==> config.mk <==
export PLATFORM = sky130hd
export DESIGN_NAME = seq_ctrl
export DESIGN_NICKNAME = d
export VERILOG_FILES = /design/src/rtl/seq_ctrl.sv
export SDC_FILE = /design/constraint.sdc
export NUM_CORES = 1
export LEC_CHECK = 0
export CORE_ASPECT_RATIO = 1.2
export CORE_UTILIZATION = 44
export CTS_BUF_LIST = sky130_fd_sc_hd__clkbuf_2
export CTS_CLUSTER_DIAMETER = 50
export CTS_CLUSTER_SIZE = 20
export DETAILED_ROUTE_END_ITERATION = 10
export PLACE_DENSITY = 0.78
export RECOVER_POWER = 50
export SLEW_MARGIN = 5
export SYNTH_ARGS = -nofsm -noshare
export SYNTH_HDL_FRONTEND = slang
export SYNTH_SLANG_ARGS = --single-unit
==> constraint.sdc <==
create_clock -name clk -period 2.9 [get_ports clk]
set_clock_uncertainty 0.2 [all_clocks]
set_input_delay 0.435 -clock clk [delete_from_list [all_inputs] [get_ports clk]]
set_output_delay 0.435 -clock clk [all_outputs]
set_load 0.03 [all_outputs]
==> src/rtl/seq_ctrl.sv <==
// Stage sequencer and status controller for the sequential Y86-64 core.
// Owns pc and stat, steps the stage units with one-hot strobes, and times out data memory.
module seq_ctrl #(
  parameter int unsigned PC_W        = 64,
  parameter int unsigned CNT_W       = 32,
  parameter logic [PC_W-1:0] RESET_PC = '0,
  parameter int unsigned MEM_TIMEOUT = 15
) (
  input  logic             clk,
  input  logic             rst_n,
  input  logic             start,
  input  logic             stop,
  input  logic [3:0]       icode,
  input  logic             fetch_hlt,
  input  logic             fetch_imem_err,
  input  logic             fetch_ins_err,
  input  logic [PC_W-1:0]  new_pc,
  input  logic             dmem_ack,
  input  logic             dmem_err,
  output logic             f_en,
  output logic             d_en,
  output logic             e_en,
  output logic             m_en,
  output logic             w_en,
  output logic             pc_en,
  output logic             dmem_req,
  output logic [PC_W-1:0]  pc,
  output logic [2:0]       stat,
  output logic             running,
  output logic [CNT_W-1:0] cyc_cnt,
  output logic [CNT_W-1:0] inst_cnt
);

  localparam int unsigned WaitW = (MEM_TIMEOUT < 2) ? 1 : $clog2(MEM_TIMEOUT + 1);
  localparam logic [WaitW-1:0] WaitLast = WaitW'(MEM_TIMEOUT - 1);

  localparam logic [2:0] StatAok = 3'd1;
  localparam logic [2:0] StatHlt = 3'd2;
  localparam logic [2:0] StatAdr = 3'd3;
  localparam logic [2:0] StatIns = 3'd4;

  typedef enum logic [2:0] {
    StIdle, StFetch, StDecode, StExecute, StMemory, StWriteback, StPcupd, StHalted
  } state_e;

  state_e           state_q, state_d;
  logic [PC_W-1:0]  pc_q, pc_d;
  logic [2:0]       stat_q, stat_d;
  logic [WaitW-1:0] wait_q, wait_d;
  logic [3:0]       icode_q;
  logic [CNT_W-1:0] cyc_q, inst_q;
  logic             inst_inc;
  logic             is_mem;

  // icode is only guaranteed during FETCH, so the memory decision uses a latched copy.
  always_comb begin
    is_mem = 1'b0;
    case (icode_q)
      4'h4, 4'h5, 4'h8, 4'h9, 4'hA, 4'hB: is_mem = 1'b1;
      default:                            is_mem = 1'b0;
    endcase
  end

  // State register.
  always_ff @(posedge clk or negedge rst_n) begin
    if (!rst_n) begin
      state_q <= StIdle;
    end else begin
      state_q <= state_d;
    end
  end

  // Next-state and architectural-state updates.
  always_comb begin
    state_d  = state_q;
    pc_d     = pc_q;
    stat_d   = stat_q;
    wait_d   = '0;
    inst_inc = 1'b0;
    case (state_q)
      StIdle: begin
        if (start) state_d = StFetch;
      end
      StFetch: begin
        if (fetch_imem_err) begin
          stat_d  = StatAdr;
          state_d = StHalted;
        end else if (fetch_ins_err) begin
          stat_d  = StatIns;
          state_d = StHalted;
        end else if (fetch_hlt) begin
          stat_d   = StatHlt;
          inst_inc = 1'b1;
          state_d  = StHalted;
        end else begin
          state_d = StDecode;
        end
      end
      StDecode:  state_d = StExecute;
      StExecute: state_d = is_mem ? StMemory : StWriteback;
      StMemory: begin
        if (dmem_ack) begin
          if (dmem_err) begin
            stat_d  = StatAdr;
            state_d = StHalted;
          end else begin
            state_d = StWriteback;
          end
        end else if (wait_q == WaitLast) begin
          stat_d  = StatAdr;
          state_d = StHalted;
        end else begin
          wait_d = wait_q + WaitW'(1);
        end
      end
      StWriteback: state_d = StPcupd;
      StPcupd: begin
        pc_d     = new_pc;
        inst_inc = 1'b1;
        state_d  = stop ? StIdle : StFetch;
      end
      StHalted: state_d = StHalted;
      default:  state_d = StIdle;
    endcase
  end

  // Moore output decode.
  always_comb begin
    f_en     = 1'b0;
    d_en     = 1'b0;
    e_en     = 1'b0;
    m_en     = 1'b0;
    w_en     = 1'b0;
    pc_en    = 1'b0;
    dmem_req = 1'b0;
    running  = 1'b1;
    case (state_q)
      StFetch:     f_en  = 1'b1;
      StDecode:    d_en  = 1'b1;
      StExecute:   e_en  = 1'b1;
      StMemory: begin
        m_en     = 1'b1;
        dmem_req = 1'b1;
      end
      StWriteback: w_en  = 1'b1;
      StPcupd:     pc_en = 1'b1;
      default:     running = 1'b0;
    endcase
  end

  always_ff @(posedge clk or negedge rst_n) begin
    if (!rst_n) begin
      pc_q    <= RESET_PC;
      stat_q  <= StatAok;
      wait_q  <= '0;
      icode_q <= '0;
      cyc_q   <= '0;
      inst_q  <= '0;
    end else begin
      pc_q   <= pc_d;
      stat_q <= stat_d;
      wait_q <= wait_d;
      if (state_q == StFetch) icode_q <= icode;
      if (running && (cyc_q != '1)) cyc_q <= cyc_q + CNT_W'(1);
      if (inst_inc && (inst_q != '1)) inst_q <= inst_q + CNT_W'(1);
    end
  end

  assign pc       = pc_q;
  assign stat     = stat_q;
  assign cyc_cnt  = cyc_q;
  assign inst_cnt = inst_q;

endmodule

# After elaboration in Yosys (flattened, before gate mapping)
# Index checks and enable logic that the tools add are counted.
# W data, S select, Z words.
# classes
n_addsub,3
eq_ne,20
muxes,32
reduce_logical,8
# ops
operator,count
$add A32 B1 Y32 const B,2
$ne A32 B32 Y1 const B,2
$mux W3,12
$pmux W3 S8,1
$eq A4 B4 Y1 const B,5
$mux W1,13
$eq A3 B3 Y1 const B,4
$mux W4,3
$reduce_or A6 Y1,2
$eq A4 B3 Y1 const B,2
$eq A3 B2 Y1 const B,2
$ne A3 B3 Y1 const B,2
$pmux W3 S2,1
$add A4 B1 Y4 const B,1
$ne A4 B4 Y1 const B,1
$reduce_and A4 Y1,1
$eq A3 B1 Y1 const B,1
$logic_not A3 Y1,1
$logic_and A1 B1 Y1,2
$mux W2,1
$ne A2 B2 Y1 const B,1
$pmux W1 S2,1
$reduce_and A2 Y1,1
$reduce_bool A2 Y1,1
# totals
register_bits,142
in_bits,77
out_inout_bits,139
wordCells,70

# Longest topological paths before layout
# Gate-level depths: netlist of run 1.
# logic_depth
ltp_word,5
ltp_mapped,7
mapped_depth_nobuf,7

# Worst setup path after synthesis of run 1
# No wires, ideal clock.
# synth_path
path_type,flip-flop to flip-flop
startpoint,register state_q[1]
endpoint,"register stat_q[1], in the netlist stat[1]"
setup_time_ns,0.125
arrival_time_ns,2.037
path_slack_ns,0.539
stages_incl_launch_ff,7
n_path_buf,1
period_less_slack_ns,2.361
cell_sequence,dfrtp_1 > buf_6 > nand2b_1 > nor2_1 > nand3b_1 > o21ai_1 > mux2_2
# synth_between
elab_chain_len,3
word_cells_on_any_way,8
classes_between,eq/ne (5); mux (1); reduce/logical (2)
# synth_lines
element,line,text
start: declaration,46,"state_e state_q, state_d;"
start signal: assignment,67,state_q <= StIdle;
start signal: assignment,69,state_q <= state_d;
$eq A3 B1 Y1 or $eq A3 B3 Y1 (tied branches),80,case (state_q)
$ne A4 B4 Y1 (no source line) (tied with other cells),n/a,
$reduce_and A4 Y1 (no source line),n/a,
end signal: assignment,154,stat_q <= StatAok;
end signal: assignment,161,stat_q <= stat_d;
end: declaration,48,"logic [2:0] stat_q, stat_d;"
# Several ways; a longest one is shown, not always the timed one.
# A chain may end at the register's enable or synchronous reset.

# Final worst setup path of run 1
# layout_path
startpoint,register state_q[2]
endpoint,output running
# layout_between
elab_chain_len,3
word_cells_on_any_way,8
classes_between,eq/ne (6); mux (1); reduce/logical (1)
# layout_lines
element,line,text
$eq A3 B1 Y1 (tied with other cells),137,case (state_q)
$reduce_or A6 Y1 (no source line) *,n/a,
$mux W1 *,137,
end: declaration,29,"output logic running,"
# Mark *: on every way between the ends. The rest lies on a longest branch, timed or not.

==> flow_summary.ini, run 1 <==
[timing]
tightest_slew_ps = 1350
fin_crit_ps = 2710
drv_slew = 0
fin_tns_setup_ps = 0
rsz0062_at_grt = false
max_slew_margin_pct = 9.93
finalCritPeriodShare_pct = 93.3
setup_viol = 0
finalHoldViolations = 0
max_freq_ghz = 0.370

[cts]
ctsRootBufferMaster = clkbuf_2
h-tree-depth = 4
clkSinkCount = 141
clk_latency_ps = 730
cts_buffer_depth = 2
clk_pin_slew_worst_paths_ps = 220
cts-buffers-inserted = 17
cts_tree = built

[pwr]
comb_power_share_pct = 50.8
p_seq_share_pct = 36.4
total_leakage_power_uw = 0.00431
power.share.clock_pct = 12.8
sw_frac_of_total_pct = 45.7
power_switching_uw = 3810
internal_power_uw = 4530
powerDensity_mw_per_mm2 = 881
vdd_drop_max_mv = 0.857

[detailed_routing]
drc = 0
vias_per_cell = 5.30
drtPass1Iterations = 4
wl_mm = 19.1
drt_iter0_markers = 366
vias = 5917
routedWlPerCell_um = 17.1
drtAntennaViolNets = 0

[layout]
num-nets-final = 1012
area_growth_syn_to_layout_pct = 51.2
drive_above_1_share_pct = 6.99
fill_cells = 1014
utilization_pct = 68.5

[setup_path]
cp.arrival_ps = 2070
crit_fanout = 8
start_kind = register
critPathKind = reg2out
cp_slowest_cell = dfrtp_2
cp_cell_sequence = or3_1 -> nand2_1 -> inv_1 -> buf_2
max_stage_delay_ps = 510
cp_data_required_time_ps = 2270
critPathCaptureType = output pin

[global_route]
grt_pass1_vias = 6001
grt.overflow.total = 0
grt_max_degree = 66
grtUsageTotal_pct = 26.6
antenna_found_initial = 2
grt_pass1_wl_mm = 30.6

[floorplan]
die_w_um = 111
rows = 47
coreArea_mm2 = 0.0138
io_pins = 216
die_area_mm2 = 0.0147
start_util_pct = 45.3
die_h_um = 133

[yosys]
synthFlopType = dfrtp_1
ys_ff_latch = 141
yosysSeqAreaShare_pct = 56.4
async_flop_share_pct = 100
yosys-top-cells-count = nand2_1 (223), dfrtp_1 (140), xnor2_1 (39), nand4_1 (25)
syn_area_per_cell_um2 = 9.82
synth_cell_type_count = 54
synth.most_common_cell = nand2_1
yosysWarningCount = 0
syn-instance-count = 637
synthesis.area_mm2 = 0.00626
synth.largest_area_cell = dfrtp_1
syn-num-nets = 718
synthTopCellsByArea = dfrtp_1 (56%), nand2_1 (13%), xnor2_1 (5.5%)
yosys.area.top_type_share_pct = 56.0
synth-edff-count = 0

[flow_run]
maxCapViolCount = 0

[placed_design]
hpwl_mm = 12.4
gp_congestion = 0.876
port_buffers = 214

[min_path]
hold_class = in2reg

[status]
outcome = finished, final reports clean
-- timing repair --
action,CTS,global route
setup buffers,7,0
resized for setup,14,7
hold buffers,65,2
endpoints found under the hold margin,203,2
endpoints found under the setup margin,7,4
-- through the flow --
stage | cell area (um2) | hold WS (ps) | instances | worst slack, ps | total power (uW)
finish | 9460 | 97.9 | 1117 | 194 | 8330
global route | 9460 | 20.3 | 1117 | 28.1 | 8810
CTS | 9520 | 7.87 | 1113 | 30.7 | 8290
detailed placement | 8590 | 227 | 1009 | 259 | 7100
global placement | 8590 | 216 | 1009 | 300 | 7000
floorplan | 6260 | -60.6 | 637 | 539 | 5360
-- cells by family (layout without fill, tap and decap cells) --
| family | after synthesis | in the layout | synth area share, % |
|---|---|---|---|
| AOI/OAI and AO/OA | 31 | 31 | 3.66 |
| adders and majority gates | 4 | 4 | 0.800 |
| other | 0 | 2 | 0 |
| muxes | 9 | 9 | 1.56 |
| DFF | 141 | 141 | 56.4 |
| and+or+nand+nor | 362 | 362 | 27.3 |
| xor gates and xnor gates | 57 | 57 | 7.98 |
| buffers and inverters | 33 | 340 | 2.26 |
-- path summary, 6_finish.rpt --
check,start,end,slack (ps),depth (start not counted)
worst max-delay path,state_q[2],running,190,4
worst min register to register,wait_q[0],wait_q[0],300,1
min in group asynchronous,rst_n,stat[0],790,3
worst max register to register,state_q[0],inst_cnt[1],210,5
worst min-delay path,new_pc[2],pc[2],100,3
max in group asynchronous,rst_n,state_q[0],380,4
-- state kept, by name, indices dropped and copies added (netlist names) --
signal and count:
cyc_cnt 32, icode_q 3, inst_cnt 32, pc 64, stat 3, state_q 3
wait_q 4
-- worst max-delay path: cells and delay by family, from the launching register on --
| family | cells | cell delay [ps] |
|---|---|---|
| buf+inv | 2 | 320 |
| flops | 1 | 510 |
| simple gates | 2 | 510 |
-- power groups by stage --
| stage | registers [uW] | clock network (uW) | logic, uW |
|---|---|---|---|
| after floorplan | 4030 | 0 | 1320 |
| after global placement | 3020 | 0 | 3980 |
| after detailed placement | 3050 | 0 | 4050 |
| after CTS | 3010 | 1090 | 4190 |
| after global routing | 3110 | 1200 | 4500 |
| final | 3030 | 1070 | 4230 |
-- cells in the final DEF (no fill, tap or decap), types with 4 or more instances in the layout --
master and count:
dlygate4sd3_1 66, buf_4 10, clkinvlp_4 5, and4_1 12, and2_1 8, ha_1 4, a21oi_1 9, nor3_1 13
o21ai_0 4, nand2_1 223, nor2_1 22, xor2_1 18, xnor2_1 39, and3_1 13, inv_1 11, nand4_1 25
dfrtp_1 138, mux2_2 5, clkbuf_1 5, clkbuf_2 23, clkdlybuf4s50_1 205, nand3_1 22
-- per-layer routing --
layer | global-route usage, % | vias up | wire, um
li1 | - | 2713 | -
met1 | 30.2 | 2904 | 7270
met2 | 45.8 | 258 | 9720
met3 | 8.34 | 42 | 1490
met4 | 12.4 | 0 | 584
met5 | 0 | - | 0
-- area by class of cell --
cell class | instances | area [um2] | share of cell area (%)
Timing Repair Buffer | 296 | 2870 | 30.3
Clock buffer | 17 | 85.1 | 0.899
Sequential cell | 141 | 3530 | 37.3
Antenna cell | 2 | 5.00 | 0.0529
Inverter | 12 | 45.0 | 0.476
Tap cell | 171 | 214 | 2.26
Clock inverter | 15 | 124 | 1.31
Multi-Input combinational cell | 463 | 2590 | 27.4
No activity file was read; power rests on OpenSTA's default activity.
==> inputs of run 2 (changes only) <==
--- a/config.mk
+++ b/config.mk
@@ -13,6 +13,7 @@
 export DETAILED_ROUTE_END_ITERATION = 10
 export PLACE_DENSITY = 0.78
 export RECOVER_POWER = 50
+export SKIP_CTS_REPAIR_TIMING = 1
 export SLEW_MARGIN = 5
 export SYNTH_ARGS = -nofsm -noshare
 export SYNTH_HDL_FRONTEND = slang
==> flow_summary.ini, run 2 (synthesis results as in run 1) <==
[global_route]
grtUsageTotal_pct = 23.5
grt_pass1_wl_mm = 27.1
grt.overflow.total = 0
antenna_found_initial = 1
grt_pass1_vias = 5413
grt_max_degree = 66

[layout]
multi_input_area_mm2 = 0.00258
seqCellArea_mm2 = 0.00353
largest_reg_flops = 64
num-nets-final = 1009
most-common-layout-cells = nand2_1 (222), clkdlybuf4s50_1 (205), dfrtp_1 (137), dlygate4sd3_1 (66), xnor2_1 (39)
fill_cells = 1013
final_common_cell = nand2_1
fin_area_mm2 = 0.00946
area_growth_syn_to_layout_pct = 51.1
drive_above_1_share_pct = 7.01

[timing]
max_slew_margin_pct = 12.2
setup_viol = 0
drv_slew = 0
fin_crit_ps = 2730
hold_ws_ps = 108
max_freq_ghz = 0.366
finalHoldViolations = 0
setup_slack_ps = 171
finalCritPeriodShare_pct = 94.1
tightest_slew_ps = 1320

[detailed_routing]
drtPass1Iterations = 5
drc = 0
vias = 5823
wl_mm = 18.7
vias_per_cell = 5.23
routedWlPerCell_um = 16.8
drt_iter0_markers = 425
drtAntennaViolNets = 0

[min_path]
hold_class = in2reg

[cts]
h-tree-depth = 4
cts_tree = built
clkSinkCount = 141
ctsRootBufferMaster = clkbuf_2
clk_latency_ps = 730
clk_pin_slew_worst_paths_ps = 200
cts-buffers-inserted = 17
cts_buffer_depth = 2

[floorplan]
io_pins = 216
die_area_mm2 = 0.0147
coreArea_mm2 = 0.0138
die_h_um = 133
rows = 47
die_w_um = 111
start_util_pct = 45.3

[placed_design]
dpl_cell_area_mm2 = 0.00859
gp_congestion = 0.876
port_buffers = 214
hpwl_mm = 12.4
dpl_worst_slack_ps = 259

[setup_path]
critPathCaptureType = output pin
start_kind = register
critPathKind = reg2out
cp_data_required_time_ps = 2270
cp_slowest_cell = dfrtp_2
max_stage_delay_ps = 480
crit_fanout = 6
cp.arrival_ps = 2090
cp_cell_sequence = buf_4 -> or3_1 -> nand2_2 -> inv_2 -> clkbuf_4

[flow_run]
maxCapViolCount = 0

[pwr]
powerDensity_mw_per_mm2 = 876
total_leakage_power_uw = 0.00435
vdd_drop_max_mv = 0.822

[status]
outcome = finished, final reports clean
[run 2: metal layers]
metal  vias up  share of wire, %  GRT usage (%)
met4         0               1.4           8.52
li1       2709                 -              -
met1      2841                38           26.7
met3        22               8.3           8.84
met2       251                52           40.2
met5         -                 0              0
[run 2: worst max-delay path: cells and delay by family, from the launching register on]
kind | cells | cell delay, ps
and+or+nand+nor | 2 | 500
DFF | 1 | 480
buffers and inverters | 3 | 390
[run 2: area by class of cell]
type / instances / area share [%]
Timing Repair Buffer: 293 / 30.4
Clock inverter: 15 / 1.31
Antenna cell: 1 / 0.0265
Sequential cell: 141 / 37.4
Tap cell: 171 / 2.26
Inverter: 12 / 0.476
Multi-Input combinational cell: 463 / 27.3
Clock buffer: 17 / 0.899
[run 2: final timing paths]
path	start	to	slack [ps]	depth (start not counted)
max	state_q[2]	running	170	5
min	icode[3]	icode_q[3]	110	2
max reg2reg	state_q[2]	inst_cnt[1]	170	6
min reg2reg	stat[0]	stat[0]	300	2
max in group asynchronous	rst_n	state_q[1]	400	4
min in group asynchronous	rst_n	stat[0]	790	3
[run 2: per-stage QoR]
step / util [%] / cells / TNS (ps) / total power [uW]
global placement: 62.2 / 1009 / 0 / 7000
detailed placement: 62.2 / 1009 / 0 / 7100
CTS: 63.7 / 1041 / -2310 / 8170
finish: 68.4 / 1113 / 0 / 8280
floorplan: - / 637 / 0 / 5360
global route: 68.4 / 1113 / -2.27 / 8770
[run 2: where the power goes]
group	internal [uW]	switching, uW	total [uW]
combinational	1650	2550	4200
clock	302	753	1060
sequential	2570	455	3030
total	4520	3760	8280
==> inputs of run 3 (changes only) <==
--- a/config.mk
+++ b/config.mk
@@ -5,7 +5,7 @@
 export SDC_FILE = /design/constraint.sdc
 export NUM_CORES = 1
 export LEC_CHECK = 0
-export CORE_ASPECT_RATIO = 1.2
+export CORE_ASPECT_RATIO = 0.7
 export CORE_UTILIZATION = 44
 export CTS_BUF_LIST = sky130_fd_sc_hd__clkbuf_2
 export CTS_CLUSTER_DIAMETER = 50
==> flow_summary.ini, run 3 (synthesis results as in run 1) <==
[status]
outcome = complete, but fails checks
violations = capacitance limit, slew limit

[cts]
cts_buffer_depth = 2
cts_tree = built
clk_pin_slew_worst_paths_ps = 190
clkSinkCount = 141
clk_latency_ps = 710
ctsRootBufferMaster = clkbuf_2
h-tree-depth = 4
cts-buffers-inserted = 17

[placed_design]
port_buffers = 214
placed_cells = 1030
hpwl_mm = 12.4
dpl_worst_slack_ps = 242
gp_congestion = 0.880

[setup_path]
start_kind = register
critPathCaptureType = output pin
rr_endpoint = inst_cnt[1]
critPathKind = reg2out
crit_fanout = 8
reg2reg_slack_ps = 240
cp_data_required_time_ps = 2270
cp.arrival_ps = 2130
reg2reg_from = state_q[0]
worstSetupEndpoint = running
crit_path_start = state_q[2]
r2r_cells = 5

[layout]
final_common_cell = nand2_1
most-common-layout-cells = nand2_1 (222), clkdlybuf4s50_1 (205), dfrtp_1 (137), dlygate4sd3_1 (61), xnor2_1 (39)
largest_reg_flops = 64
diodes = 0
num-nets-final = 1008
area_growth_syn_to_layout_pct = 53.0
utilization_pct = 68.8
fin_cells = 1130
drive_above_1_share_pct = 7.55

[timing]
finalCritPeriodShare_pct = 95.4
max_slew_margin_pct = -3.59
setup_viol = 0
fin_crit_ps = 2770
setup_slack_ps = 133
max_freq_ghz = 0.361
fin_tns_setup_ps = 0
hold_ws_ps = 54.4
drv_slew = 29
finalHoldViolations = 0
tightest_slew_ps = 1550

[min_path]
hold_class = in2reg

[global_route]
antenna_found_initial = 0
grt_pass1_vias = 5206
grt_pass1_wl_mm = 26.6
grt_max_degree = 66
grtUsageTotal_pct = 23.9
grt.overflow.total = 0

[floorplan]
start_util_pct = 45.0
rows = 36
die_w_um = 145
io_pins = 216
die_h_um = 102
die_area_mm2 = 0.0147
coreArea_mm2 = 0.0139

[detailed_routing]
routedWlPerCell_um = 16.8
drc = 0
drt_iter0_markers = 354
wl_mm = 19.0
vias = 5831
drtAntennaViolNets = 0
drtPass1Iterations = 5
vias_per_cell = 5.16

[pwr]
vdd_drop_max_mv = 0.693
powerDensity_mw_per_mm2 = 907
total_leakage_power_uw = 0.00444

[flow_run]
maxCapViolCount = 1
[run 3: cell count changes in the layout (fill, tap and decap cells not counted), sizes merged, moves of 2 or more]
cell          before  now
dlymetal6s2s       4    6
bufinv             1    5
clkinv             7    4
inv               14   12
buf                6   11
clkinvlp           5    3
dlygate4sd3       66   61
[run 3: per-stage QoR]
stage	power [uW]	instance area [um2]
finish	8680	9580
global route	9150	9580
CTS	8510	8930
detailed placement	7120	8630
global placement	7010	8630
floorplan	5360	6260
[run 3: layout make-up]
type | count | area [um2]
tap | 190 | 238
inverter | 12 | 45.0
timing repair buffer | 292 | 2870
multi-input combinational | 463 | 2590
fill | 990 | 4340
sequential | 141 | 3530
clock inverter | 12 | 194
clock buffer | 20 | 100
[run 3: worst min-delay path by stage]
stage | start | endpoint | slack [ps] | cells past startpoint
after CTS | rst_n | cyc_cnt[17] | -640 | 1
final | new_pc[35] | pc[35] | 50 | 3
after global routing | new_pc[56] | pc[56] | 7 | 3
after floorplan | rst_n | cyc_cnt[0] | -60 | 0
after global placement | rst_n | wait_q[0] | 160 | 1
after detailed placement | rst_n | wait_q[2] | 170 | 1
[run 3: power breakdown]
group	internal [uW]	switching [uW]	leakage, uW
sequential	2570	463	0.00181
combinational	1690	2560	0.00247
clock	656	736	0.000165
[run 3: worst max-delay path: stages, from the launching register on]
cell and delay [ps]:
dfrtp_2 510, buf_4 160, or3_1 410, nand2_2 100
inv_2 70, clkbuf_4 180
[run 3: layer usage]
metal / vias up / global-route usage, % / wire length [um]
li1: 2707 / - / -
met1: 2882 / 31.7 / 8000
met2: 215 / 36.6 / 9150
met3: 27 / 9.36 / 1550
met4: 0 / 6.48 / 297
met5: - / 0 / 0
==> variant: new RTL, flow settings as in run 2 <==
Register the output `cyc_cnt` once more, cleared by the reset; this adds one clock of latency there. The other outputs are not delayed to match.
--- a/src/rtl/seq_ctrl.sv
+++ b/src/rtl/seq_ctrl.sv
@@ -168,7 +168,13 @@
 
   assign pc       = pc_q;
   assign stat     = stat_q;
-  assign cyc_cnt  = cyc_q;
+  always_ff @(posedge clk or negedge rst_n) begin
+    if (!rst_n) begin
+      cyc_cnt <= '0;
+    end else begin
+      cyc_cnt <= cyc_q;
+    end
+  end
   assign inst_cnt = inst_q;
 
 endmodule
Behaviour: not the same (a bounded check fails within 4 cycles, from zero or initial values and one cycle with rst_n low).
==> variant against run 2 <==
- combinational power down 3%
- cell area up 3.6%
- sequential cell count up 32
- register-to-register slack better by 0.16 ns
- wire length down 9.6%
- non-clock buffer count down 51
- setup slack better by 0.0057 ns
- area after synthesis up 12%
- via count down 11%
- critical path depth down 2
- total power up 5.7%
- largest cell class unchanged
- highest routed layer unchanged
==> variant: results (changes against run 2) <==
stage,metric,value,unit,change
place,hpwl,12200,um,-2.1%
layout,num-fill-cells,1232,,+22%
clocking,path_clk_slew,0.22,ns,+0.02 ns
global_routing,grt_util_all_layers,0.211,,-0.0235
layout,insertedDiodeCount,0,,-1
place,routabilityCongestion,0.897,,+2.4%
drt,wl_per_cell,16.6,um,-0.73%
floorplan,start_util,0.450,,-0.00295
global_routing,antenna_found_initial,0,,-1
place,place_area,9430,um^2,+9.8%
worst_setup_path,worstPathMaxFanout,9,,+3
yosys,synthTopCellsByArea,"dfrtp_1, mux2_2, xor2_1, xnor2_1, nor3_1",,
worst_setup_path,ff2ff_setup_slack,0.33,ns,+0.16 ns
global_routing,grt_pass1_wl,27000,um,-0.23%
drt,viasPerCell,5.11,,-2.3%
timing,timing.hold.ws,0.100,ns,-0.00757 ns
global_routing,grt_max_degree,72,,+9.1%
layout,layout-drive-gt1-share,0.157,,+0.0864
layout,design_area,9800,um^2,+3.6%
pwr,ir_worst_vdd,0.680,mV,-17%
global_routing,grt_pass1_vias,5239,,-3.2%
drt,dr.pass1.iters,4,,-1
timing,max-slew-margin-rel,0.334,,+0.211
status,status,finished clean,,
worst_setup_path,slowest_delay,0.52,ns,+0.04 ns
yosys,syn-num-nets,628,,-13%
drt,drtIter0Drc,179,,-58%
yosys,synth_commonest_cells,"dfrtp_1, mux2_2, xor2_1, nor2_1, nor3_1",,
layout,nets,873,,-13%
yosys,ys_seq_area_frac,0.615,,+0.0514
yosys,async_flop_share,1.00,,unchanged
clocking,root_buffer,clkbuf_2,,
[variant: final cells by class]
cell class                      count  share of cell area
Clock buffer                       19             0.00970
Clock inverter                     13              0.0119
Inverter                           19             0.00728
Multi-Input combinational cell    339               0.259
Sequential cell                   173               0.442
Tap cell                          208              0.0266
Timing Repair Buffer              242               0.244
[variant: power by group]
| part | internal [uW] | switching (uW) |
|---|---|---|
| Combinational | 1870 | 2190 |
| Sequential | 3080 | 464 |
| Clock | 322 | 833 |
[variant: per-layer routing]
metal	share of wire	GRT usage	wire length (um)	up-vias
met5	0	0	0	-
met2	0.54	0.378	9060	176
met1	0.39	0.237	6560	2589
li1	-	-	-	2390
met4	0.020	0.0772	332	0
met3	0.054	0.0635	905	24
[variant: cells by family after synthesis]
kind of cell,count (synthesis),synth area share
xor+xnor,60,0.0747
simple gates,180,0.140
fa+ha+maj,4,0.00711
compound gates,21,0.0217
flops,173,0.615
buf+inv,35,0.0233
mux,74,0.118
[variant: through the flow]
stage	setup WS, ns	std cells
floorplan	0.480	547
global placement	0.433	961
detailed placement	0.397	961
CTS	-0.404	993
global route	0.0279	1013
finish	0.176	1013
[variant: final timing paths]
| kind | endpoint | startpoint | cells after the start |
|---|---|---|---|
| worst max-delay path | m_en | state_q[1]$_DFFE_PN0P_ | 3 |
| worst min-delay path | pc[30]$_DFFE_PN0P_ | new_pc[30] | 2 |
| worst max register to register | cyc_q[14]$_DFFE_PN0P_ | cyc_q[24]$_DFFE_PN0P_ | 5 |
| worst min register to register | cyc_cnt[12]$_DFF_PN0_ | cyc_q[12]$_DFFE_PN0P_ | 0 |
| max in group asynchronous | pc[6]$_DFFE_PN0P_ | rst_n | 4 |
| min in group asynchronous | cyc_q[30]$_DFFE_PN0P_ | rst_n | 3 |
